## src/rtl/hazard_control_unit_pkg.sv

```systemverilog
// Shared types and constants for the pipeline hazard controller.
// States are plain 3-bit constants so that older modules can compare against them directly.
package hazard_control_unit_pkg;

    localparam int REG_IDX_W = 5;
    localparam int STALL_CNT_W = 32;

    typedef logic [2:0] hazard_state_t;

    localparam hazard_state_t RUN    = 3'd0;
    localparam hazard_state_t DWAIT  = 3'd1;
    localparam hazard_state_t LSTALL = 3'd2;
    localparam hazard_state_t FLUSH  = 3'd3;
    localparam hazard_state_t HALTED = 3'd4;

endpackage

```

## src/rtl/hazard_control_unit_if.sv

```systemverilog
// Bundle between the pipeline datapath (master) and the hazard controller (slave).
interface hazard_control_unit_if
    import hazard_control_unit_pkg::*;
#(
    parameter int REG_W = REG_IDX_W,
    parameter int CNT_W = STALL_CNT_W
);
    logic             ihit;
    logic             dhit;
    logic             dmemREN_mem;
    logic             dmemWEN_mem;
    logic             memToReg_ex;
    logic [REG_W-1:0] regOut_ex;
    logic [REG_W-1:0] Rs_id;
    logic [REG_W-1:0] Rt_id;
    logic             usesRt_id;
    logic             branch_taken_mem;
    logic             jump_id;
    logic             halt_wb;

    logic             pc_en;
    logic             ifid_en;
    logic             ifid_flush;
    logic             idex_en;
    logic             idex_flush;
    logic             exmem_en;
    logic             exmem_flush;
    logic             memwb_en;
    logic             halted;
    logic [CNT_W-1:0] stall_count;

    modport master (
        output ihit, dhit, dmemREN_mem, dmemWEN_mem, memToReg_ex, regOut_ex,
               Rs_id, Rt_id, usesRt_id, branch_taken_mem, jump_id, halt_wb,
        input  pc_en, ifid_en, ifid_flush, idex_en, idex_flush, exmem_en,
               exmem_flush, memwb_en, halted, stall_count
    );

    modport slave (
        input  ihit, dhit, dmemREN_mem, dmemWEN_mem, memToReg_ex, regOut_ex,
               Rs_id, Rt_id, usesRt_id, branch_taken_mem, jump_id, halt_wb,
        output pc_en, ifid_en, ifid_flush, idex_en, idex_flush, exmem_en,
               exmem_flush, memwb_en, halted, stall_count
    );

endinterface

```

## src/rtl/hazard_control_unit_stall_counter.sv

```systemverilog
// Saturating event counter: counts enabled cycles and sticks at all-ones.
module stall_counter #(
    parameter int CNT_W = 32
) (
    input  logic             CLK,
    input  logic             nRST,
    input  logic             en,
    output logic [CNT_W-1:0] count
);

    always_ff @(posedge CLK) begin
        if (!nRST) begin
            count <= '0;
        end else if (en && (count != '1)) begin
            count <= count + CNT_W'(1);
        end
    end

endmodule

```

## src/rtl/hazard_control_unit.sv

```systemverilog
// Stall/flush controller for the 5-stage pipeline: resolves halt, memory wait,
// taken branch, load-use and jump/fetch-miss hazards in strict priority order.
module hazard_control_unit
    import hazard_control_unit_pkg::*;
#(
    parameter int CNT_W = STALL_CNT_W,
    parameter int REG_W = REG_IDX_W
) (
    input logic                  CLK,
    input logic                  nRST,
    hazard_control_unit_if.slave hz
);

    hazard_state_t    state;
    hazard_state_t    next_state;
    logic [REG_W-1:0] dest_ex;
    logic             dwait;
    logic             load_use;

    assign dest_ex  = hz.regOut_ex;
    assign dwait    = (hz.dmemREN_mem | hz.dmemWEN_mem) & ~hz.dhit;
    assign load_use = hz.memToReg_ex && (dest_ex != '0) &&
                      ((hz.Rs_id == dest_ex) || (hz.usesRt_id && (hz.Rt_id == dest_ex)));

    // Hazards are re-evaluated every cycle; the state only remembers which one won.
    always_comb begin
        next_state     = RUN;
        hz.pc_en       = 1'b1;
        hz.ifid_en     = 1'b1;
        hz.ifid_flush  = 1'b0;
        hz.idex_en     = 1'b1;
        hz.idex_flush  = 1'b0;
        hz.exmem_en    = 1'b1;
        hz.exmem_flush = 1'b0;
        hz.memwb_en    = 1'b1;

        if ((state == HALTED) || hz.halt_wb) begin
            next_state  = HALTED;
            hz.pc_en    = 1'b0;
            hz.ifid_en  = 1'b0;
            hz.idex_en  = 1'b0;
            hz.exmem_en = 1'b0;
            hz.memwb_en = 1'b0;
        end else if (dwait) begin
            next_state  = DWAIT;
            hz.pc_en    = 1'b0;
            hz.ifid_en  = 1'b0;
            hz.idex_en  = 1'b0;
            hz.exmem_en = 1'b0;
            hz.memwb_en = 1'b0;
        end else if (hz.branch_taken_mem) begin
            // Squashes everything younger than MEM, including any load-use pair.
            next_state     = FLUSH;
            hz.ifid_flush  = 1'b1;
            hz.idex_flush  = 1'b1;
            hz.exmem_flush = 1'b1;
        end else if (load_use) begin
            next_state    = LSTALL;
            hz.pc_en      = 1'b0;
            hz.ifid_en    = 1'b0;
            hz.idex_flush = 1'b1;
        end else if (hz.jump_id) begin
            hz.ifid_flush = 1'b1;
        end else if (!hz.ihit) begin
            hz.pc_en      = 1'b0;
            hz.ifid_flush = 1'b1;
        end
    end

    always_ff @(posedge CLK) begin
        if (!nRST) begin
            state <= RUN;
        end else begin
            state <= next_state;
        end
    end

    assign hz.halted = (state == HALTED);

    stall_counter #(
        .CNT_W (CNT_W)
    ) u_stall_counter (
        .CLK   (CLK),
        .nRST  (nRST),
        .en    (!hz.pc_en && (state != HALTED)),
        .count (hz.stall_count)
    );

endmodule

```

## src/flat_wrapper.sv

```systemverilog
// flat-port wrapper written by rule: the top's interface ports become plain ports
module hazard_control_unit_flat import hazard_control_unit_pkg::*;
#(
    parameter int CNT_W = STALL_CNT_W,
    parameter int REG_W = REG_IDX_W
)
  (CLK, nRST, hz_ihit, hz_dhit, hz_dmemREN_mem, hz_dmemWEN_mem, hz_memToReg_ex, hz_regOut_ex, hz_Rs_id, hz_Rt_id, hz_usesRt_id, hz_branch_taken_mem, hz_jump_id, hz_halt_wb, hz_pc_en, hz_ifid_en, hz_ifid_flush, hz_idex_en, hz_idex_flush, hz_exmem_en, hz_exmem_flush, hz_memwb_en, hz_halted, hz_stall_count);
  hazard_control_unit_if #(.REG_W(REG_W), .CNT_W(CNT_W)) hz_i ();
  input logic CLK;
  input logic nRST;
  input wire logic [$bits(hz_i.ihit)-1:0] hz_ihit;
  input wire logic [$bits(hz_i.dhit)-1:0] hz_dhit;
  input wire logic [$bits(hz_i.dmemREN_mem)-1:0] hz_dmemREN_mem;
  input wire logic [$bits(hz_i.dmemWEN_mem)-1:0] hz_dmemWEN_mem;
  input wire logic [$bits(hz_i.memToReg_ex)-1:0] hz_memToReg_ex;
  input wire logic [$bits(hz_i.regOut_ex)-1:0] hz_regOut_ex;
  input wire logic [$bits(hz_i.Rs_id)-1:0] hz_Rs_id;
  input wire logic [$bits(hz_i.Rt_id)-1:0] hz_Rt_id;
  input wire logic [$bits(hz_i.usesRt_id)-1:0] hz_usesRt_id;
  input wire logic [$bits(hz_i.branch_taken_mem)-1:0] hz_branch_taken_mem;
  input wire logic [$bits(hz_i.jump_id)-1:0] hz_jump_id;
  input wire logic [$bits(hz_i.halt_wb)-1:0] hz_halt_wb;
  output wire logic [$bits(hz_i.pc_en)-1:0] hz_pc_en;
  output wire logic [$bits(hz_i.ifid_en)-1:0] hz_ifid_en;
  output wire logic [$bits(hz_i.ifid_flush)-1:0] hz_ifid_flush;
  output wire logic [$bits(hz_i.idex_en)-1:0] hz_idex_en;
  output wire logic [$bits(hz_i.idex_flush)-1:0] hz_idex_flush;
  output wire logic [$bits(hz_i.exmem_en)-1:0] hz_exmem_en;
  output wire logic [$bits(hz_i.exmem_flush)-1:0] hz_exmem_flush;
  output wire logic [$bits(hz_i.memwb_en)-1:0] hz_memwb_en;
  output wire logic [$bits(hz_i.halted)-1:0] hz_halted;
  output wire logic [$bits(hz_i.stall_count)-1:0] hz_stall_count;
  assign hz_i.ihit = hz_ihit;
  assign hz_i.dhit = hz_dhit;
  assign hz_i.dmemREN_mem = hz_dmemREN_mem;
  assign hz_i.dmemWEN_mem = hz_dmemWEN_mem;
  assign hz_i.memToReg_ex = hz_memToReg_ex;
  assign hz_i.regOut_ex = hz_regOut_ex;
  assign hz_i.Rs_id = hz_Rs_id;
  assign hz_i.Rt_id = hz_Rt_id;
  assign hz_i.usesRt_id = hz_usesRt_id;
  assign hz_i.branch_taken_mem = hz_branch_taken_mem;
  assign hz_i.jump_id = hz_jump_id;
  assign hz_i.halt_wb = hz_halt_wb;
  assign hz_pc_en = hz_i.pc_en;
  assign hz_ifid_en = hz_i.ifid_en;
  assign hz_ifid_flush = hz_i.ifid_flush;
  assign hz_idex_en = hz_i.idex_en;
  assign hz_idex_flush = hz_i.idex_flush;
  assign hz_exmem_en = hz_i.exmem_en;
  assign hz_exmem_flush = hz_i.exmem_flush;
  assign hz_memwb_en = hz_i.memwb_en;
  assign hz_halted = hz_i.halted;
  assign hz_stall_count = hz_i.stall_count;
  hazard_control_unit #(.CNT_W(CNT_W), .REG_W(REG_W)) u_core (.CLK(CLK), .nRST(nRST), .hz(hz_i));
endmodule
```

## config.mk

```make
export PLATFORM = sky130hd
export DESIGN_NAME = hazard_control_unit_flat
export DESIGN_NICKNAME = d
export VERILOG_FILES = /design/src/rtl/hazard_control_unit_pkg.sv /design/src/rtl/hazard_control_unit_if.sv /design/src/rtl/hazard_control_unit_stall_counter.sv /design/src/rtl/hazard_control_unit.sv /design/src/flat_wrapper.sv
export SDC_FILE = /design/constraint.sdc
export NUM_CORES = 1
export LEC_CHECK = 0
export ABC_AREA = 0
export CAP_MARGIN = 20
export CORE_MARGIN = 2
export CORE_UTILIZATION = 36
export DETAILED_ROUTE_END_ITERATION = 7
export GPL_ROUTABILITY_DRIVEN = 0
export MAX_ROUTING_LAYER = met4
export PLACE_DENSITY = 0.76
export SLEW_MARGIN = 15
export SYNTH_ARGS = -nofsm -noshare
export SYNTH_HDL_FRONTEND = slang
export SYNTH_SLANG_ARGS = --single-unit
```

## constraint.sdc

```tcl
create_clock -name CLK -period 2.55 [get_ports CLK]
set_input_delay 0.51 -clock CLK [delete_from_list [all_inputs] [get_ports CLK]]
set_output_delay 0.51 -clock CLK [all_outputs]
set_load 0.01 [all_outputs]
```

After elaboration in Yosys (flattened, before gate mapping)
Cells that the tools add are included.
Storage, ports and cells
  register bits: 35
  logic and storage cells: 54
  output and inout port bits: 41
Operators by class
  multiplexer cells: 29
  add/sub/neg operators: 1
  bitwise operators: 4
  equal/unequal tests: 5
  reductions and logical operators: 11
Operator list (number)
  $add A32 B1 Y32 const B: 1
  $ne A32 B32 Y1 const B: 1
  $mux W1: 25
  $eq A5 B5 Y1: 2
  $mux W3: 3
  $logic_and A1 B1 Y1: 5
  $reduce_bool A5 Y1: 1
  $eq A3 B3 Y1 const B: 1
  $ne A3 B3 Y1 const B: 1
  $reduce_or A3 Y1: 1
  $logic_or A1 B1 Y1: 2
  $mux W2: 1
  $not A1 Y1: 2
  $reduce_or A2 Y1: 1
  $and A1 B1 Y1: 1
  $logic_not A1 Y1: 1
  $or A1 B1 Y1: 1

Longest topological paths before layout
  depth after elaboration: 11
  gate-level depth with buffers: 9

Modules after synthesis
A second synthesis with hierarchy kept.
Second synthesis, totals
  cell total of the unflattened synthesis: 240
  area total of the unflattened synthesis: 2020.7 um2
Modules (own cells, without submodules)
  stall_counter: cells each 200, area an instance 1704.1 um2, times used 1
  hazard_control_unit: cells each 40, area an instance 316.6 um2, times used 1

Worst setup path after synthesis
No wires, ideal clock.
  kind: input-to-output
  from: input port hz_regOut_ex[0]
  to: output port hz_pc_en
  arrival: 1747 ps
  cell stages on the path: 4
  slack: 293 ps
  data required time: 2040 ps
  path buffers: 0
  cell sequence: or4_1 > o21ai_1 > o31a_1 > nor2b_1
On the way
  cells in the longest elaborated chain, start to end: 8
  elaborated cells between the ends (all ways): 11
  those cells by class: eq/ne (2); mux (4); reduce/logical (5)
RTL lines
  from (decl): RTL line flat_wrapper.sv:16  | input wire logic [$bits(hz_i.regOut_ex)-1:0] hz_regOut_ex;
  $eq A5 B5 Y1: RTL line hazard_control_unit.sv:23  | ((hz.Rs_id == dest_ex) || (hz.usesRt_id && (hz.Rt_id == dest_ex)));
  $logic_and A1 B1 Y1: RTL line hazard_control_unit.sv:23
  $logic_or A1 B1 Y1: RTL line hazard_control_unit.sv:23
  $logic_and A1 B1 Y1 (*): RTL line hazard_control_unit.sv:22  | assign load_use = hz.memToReg_ex && (dest_ex != '0) &&
  $mux W1 (*): RTL line hazard_control_unit.sv:57  | end else if (load_use) begin
  $mux W1 (*): RTL line hazard_control_unit.sv:51  | end else if (hz.branch_taken_mem) begin
  $mux W1 (*): RTL line hazard_control_unit.sv:44  | end else if (dwait) begin
  $mux W1 (*): RTL line hazard_control_unit.sv:37  | if ((state == HALTED) || hz.halt_wb) begin
  to (decl): RTL line flat_wrapper.sv:23  | output wire logic [$bits(hz_i.pc_en)-1:0] hz_pc_en;
Mark *: on every way between the ends. The rest lies on a longest branch, timed or not.

Final worst setup path
  from: input port hz_Rs_id[3]
  to: output port hz_pc_en
On the way
  cells in the longest elaborated chain, start to end: 7
RTL lines
  from (decl): RTL line flat_wrapper.sv:17  | input wire logic [$bits(hz_i.Rs_id)-1:0] hz_Rs_id;
  $eq A5 B5 Y1: RTL line hazard_control_unit.sv:23
  $logic_or A1 B1 Y1: RTL line hazard_control_unit.sv:23
  $logic_and A1 B1 Y1: RTL line hazard_control_unit.sv:22
  $mux W1: RTL line hazard_control_unit.sv:57
  $mux W1: RTL line hazard_control_unit.sv:51
  $mux W1: RTL line hazard_control_unit.sv:44
  $mux W1: RTL line hazard_control_unit.sv:37
No other way between the ends.

==> impl_summary.md <==
Floorplanning
The floorplan die width is 77.5 um. The number of placed I/O pins is 67. After floorplanning, the core was divided into 26 placement rows. The die span in y is ~77 um. The core region area is a little over 5000 um2. The initial standard-cell utilization of the core is 37.6%.

The full die area is roughly 6000 um2.

Yosys
For this run, the leading register cell type out of synthesis is dfxtp_1. After synthesis, the share of flip-flops with an asynchronous set or reset is 0%. The cell area after technology mapping is roughly 2000 um2. The average instance area after synthesis is ~8 um2. Synthesis handed over a netlist of between 200 and 250 instances. The sequential area share after synthesis is 36.0%.

The synthesized design contains 0 enable-type register cells. The netlist uses 41 different library cells. Counting flops and latches in the post-synthesis netlist gives 35. During synthesis, Yosys emitted a total of 0 warnings. The total nets after synthesis is around 270.

Global routing
The initial antenna violation count came to 0. The maximum number of pins on one net before global-route repair is 24. The number of global-route vias before repair is around 2000. After global routing the overflow that remains totals 0. The first-pass GRT wire length is slightly below 9 mm. Across every metal layer, demand over resource in global routing totals between 10% and 20%.

Routing
The number of design rule violations left after detail routing is 0. The total via count in the routed design is 2100. Dividing the detail-routed wire length by the instance count gives around 14 um. The total iterations of the first detailed-routing run is 4.

The sum of routed wire length over all layers is 5.48 mm. In this run, the number of DRC markers left after iteration 0 of detailed routing was 69. The remaining number of nets flagged by the antenna check after routing is 0. The via-per-instance ratio is between 5 and 6.

Clocking
The latest clock arrival within the worst-skew pair is ~0.28 ns. The maximum clock insertion buffer count is 2. TritonCTS built the clock tree. The clock-pin transition on the worst setup and hold timing paths is roughly 0.07 ns.

After clock tree synthesis, the flow added hold-fix buffers numbering 0. The H-tree was split into 2 levels. The number of clock buffers inserted by TritonCTS is 5. For this design, the sink count on the clock tree is 35. The library cell used as clock root buffer is clkbuf_8.

Placed design
At the placement stage, the worst setup path has a slack of -0.592 ns. In this run the tool buffered the top-level ports with 66 buffer cells. The half-perimeter wire length of the detailed placement result is roughly 3.8 mm. The standard cell area after detailed placement is 2790 um2.

Cells and area
The post-route netlist has around 16% of its cells at a drive strength greater than 1. The layout has 480 filler cells. In the final design database the tool counted approximately 350 nets. The leading cell type in the layout, fill and taps excluded is clkdlybuf4s50_1. The final standard cell area without fillers is approximately 3000 um2. Leaving out fill and tap cells, the most frequent cells in the layout are 47 x clkdlybuf4s50_1, 35 x dfxtp_1, 21 x a21oi_1, 21 x nand2_1. The number of antenna repair diodes is 0. Relative to the synthesized area, the layout overhead comes to 53.9%.

Worst setup path
The data required time at the worst endpoint is 2.04 ns. The critical path is of the primary input to output pin type. The worst setup path is launched from a primary input.

STA classifies the critical path endpoint as an output pin. Data on the critical path arrives at its endpoint at approximately 2 ns. Along the worst path, the maximum fanout reaches 3.

STA
The pin slew with the least headroom to its limit is about 0.57 ns. Measured against its own limit, the worst slew margin works out to about 62%. The final number of hold-violating endpoints was 0. The count of pins over their slew limit came to 0. Setup slack closes at 0.0662 ns.

Setup violations remaining at the end of the flow were counted as 0. For the final database, setup skew stands at between 0.009 and 0.01 ns. The worst path needs roughly 2.5 ns of the cycle, external delays included. Static timing analysis puts the maximum clock frequency at between 0.4 and 0.5 GHz. The part of the cycle the worst path needs is a little over nine tenths.

Run status
The flow ran to the end, and the final reports show no timing, DRC or antenna violations.

Power and ir drop
The peak supply drop is 0.308 mV. Power spread over the standard cell area amounts to roughly 400 nW/um2. The total leakage power is about 1.2 nW.

Run
The number of max-cap violations is 0.

Hold path
The path category of the worst min-delay check is flip-flop to flip-flop.
## area by class of cell
class | instances | area (um2) | share of cell area (%)
well taps | 70 | 87.6 | 2.93
multi-input cells | 191 | 1220 | 40.8
inverters | 3 | 11.3 | 0.376
repair buffers | 90 | 892 | 29.8
flip-flops and latches | 35 | 701 | 23.4
clock buffers | 7 | 76.3 | 2.55
clock inverters | 1 | 5.00 | 0.167
## sequential cells by signal, summed over array words and instances (netlist names)
register,flops
u_core.state,3
u_core.u_stall_counter.count,32
## cell families (layout without fill, tap and decap cells)
family / count (synthesis) / after routing / share of synthesized area, %
simple gates: 117 / 117 / 34.5
xor+xnor: 11 / 11 / 4.96
mux: 7 / 7 / 3.60
fa+ha+maj: 1 / 1 / 0.643
flops: 35 / 35 / 36.0
buf+inv: 18 / 101 / 4.44
compound gates: 55 / 55 / 15.8
## repair_timing
action	CTS	global route
gates cloned	0	2
pin swaps	7	10
buffers inserted	1	2
setup endpoints to repair	24	22
resized for setup	28	21
## cell usage after synthesis, types with 3 or more instances
| cell type | instances | area, um2 |
|---|---|---|
| buf_2 | 3 | 15.0 |
| o21a_1 | 3 | 22.5 |
| nand2_1 | 21 | 78.8 |
| nor2_1 | 13 | 48.8 |
| clkbuf_1 | 9 | 33.8 |
| dfxtp_1 | 35 | 701 |
| and2_1 | 4 | 25.0 |
| nor3_1 | 5 | 25.0 |
| and3_1 | 7 | 43.8 |
| nand3_1 | 12 | 60.1 |
| and4_1 | 4 | 35.0 |
| nand4_1 | 13 | 81.3 |
| xor2_1 | 9 | 78.8 |
| o21ai_0 | 20 | 100 |
| nand2b_1 | 8 | 50.1 |
| mux2i_1 | 7 | 70.1 |
| a21oi_1 | 23 | 115 |
| or3_1 | 18 | 113 |
## where the power goes
group | switching [mW] | leakage (nW) | internal (mW)
logic | 0.109 | 0.862 | 0.133
registers | 0.00814 | 0.283 | 0.555
clock network | 0.193 | 0.0422 | 0.192
total | 0.311 | 1.19 | 0.880
## metal layers
layer	part of all wire [%]	track usage [%]	vias up
li1	-	-	1049
met1	45	22.0	969
met2	48	29.9	77
met3	6.5	5.00	5
met4	0.60	4.29	0
met5	0	-	-
## worst max-delay path: stages
cell and delay (ns):
clkdlybuf4s50_1 0.42, xor2_1 0.15, nor2_1 0.18, a32oi_2 0.10
o31a_1 0.32, nor2b_2 0.16, buf_2 0.15
## through the flow
step / total power, mW / utilization, % / hold slack (ns) / instances / setup TNS, ns
after floorplan: 0.669 / - / 0.498 / 244 / 0
after global placement: 0.789 / 53.8 / 0.473 / 384 / -11.72
after detailed placement: 0.791 / 53.8 / 0.482 / 384 / -12.39
after CTS: 1.17 / 55.7 / 0.491 / 393 / 0
after global routing: 1.25 / 57.9 / 0.510 / 397 / -0.0164
final: 1.19 / 57.9 / 0.491 / 397 / 0
## path summary, 6_finish.rpt
path                                                       start                               end  slack (ns)  cells after the start
worst max-delay path                                 hz_Rs_id[3]                          hz_pc_en        0.07                      7
worst min-delay path            u_core.u_stall_counter.count[30]  u_core.u_stall_counter.count[30]        0.49                      2
worst max register to register   u_core.u_stall_counter.count[5]  u_core.u_stall_counter.count[22]        0.21                      9
worst min register to register  u_core.u_stall_counter.count[30]  u_core.u_stall_counter.count[30]        0.49                      2
Power figures use the tool's default switching activity.
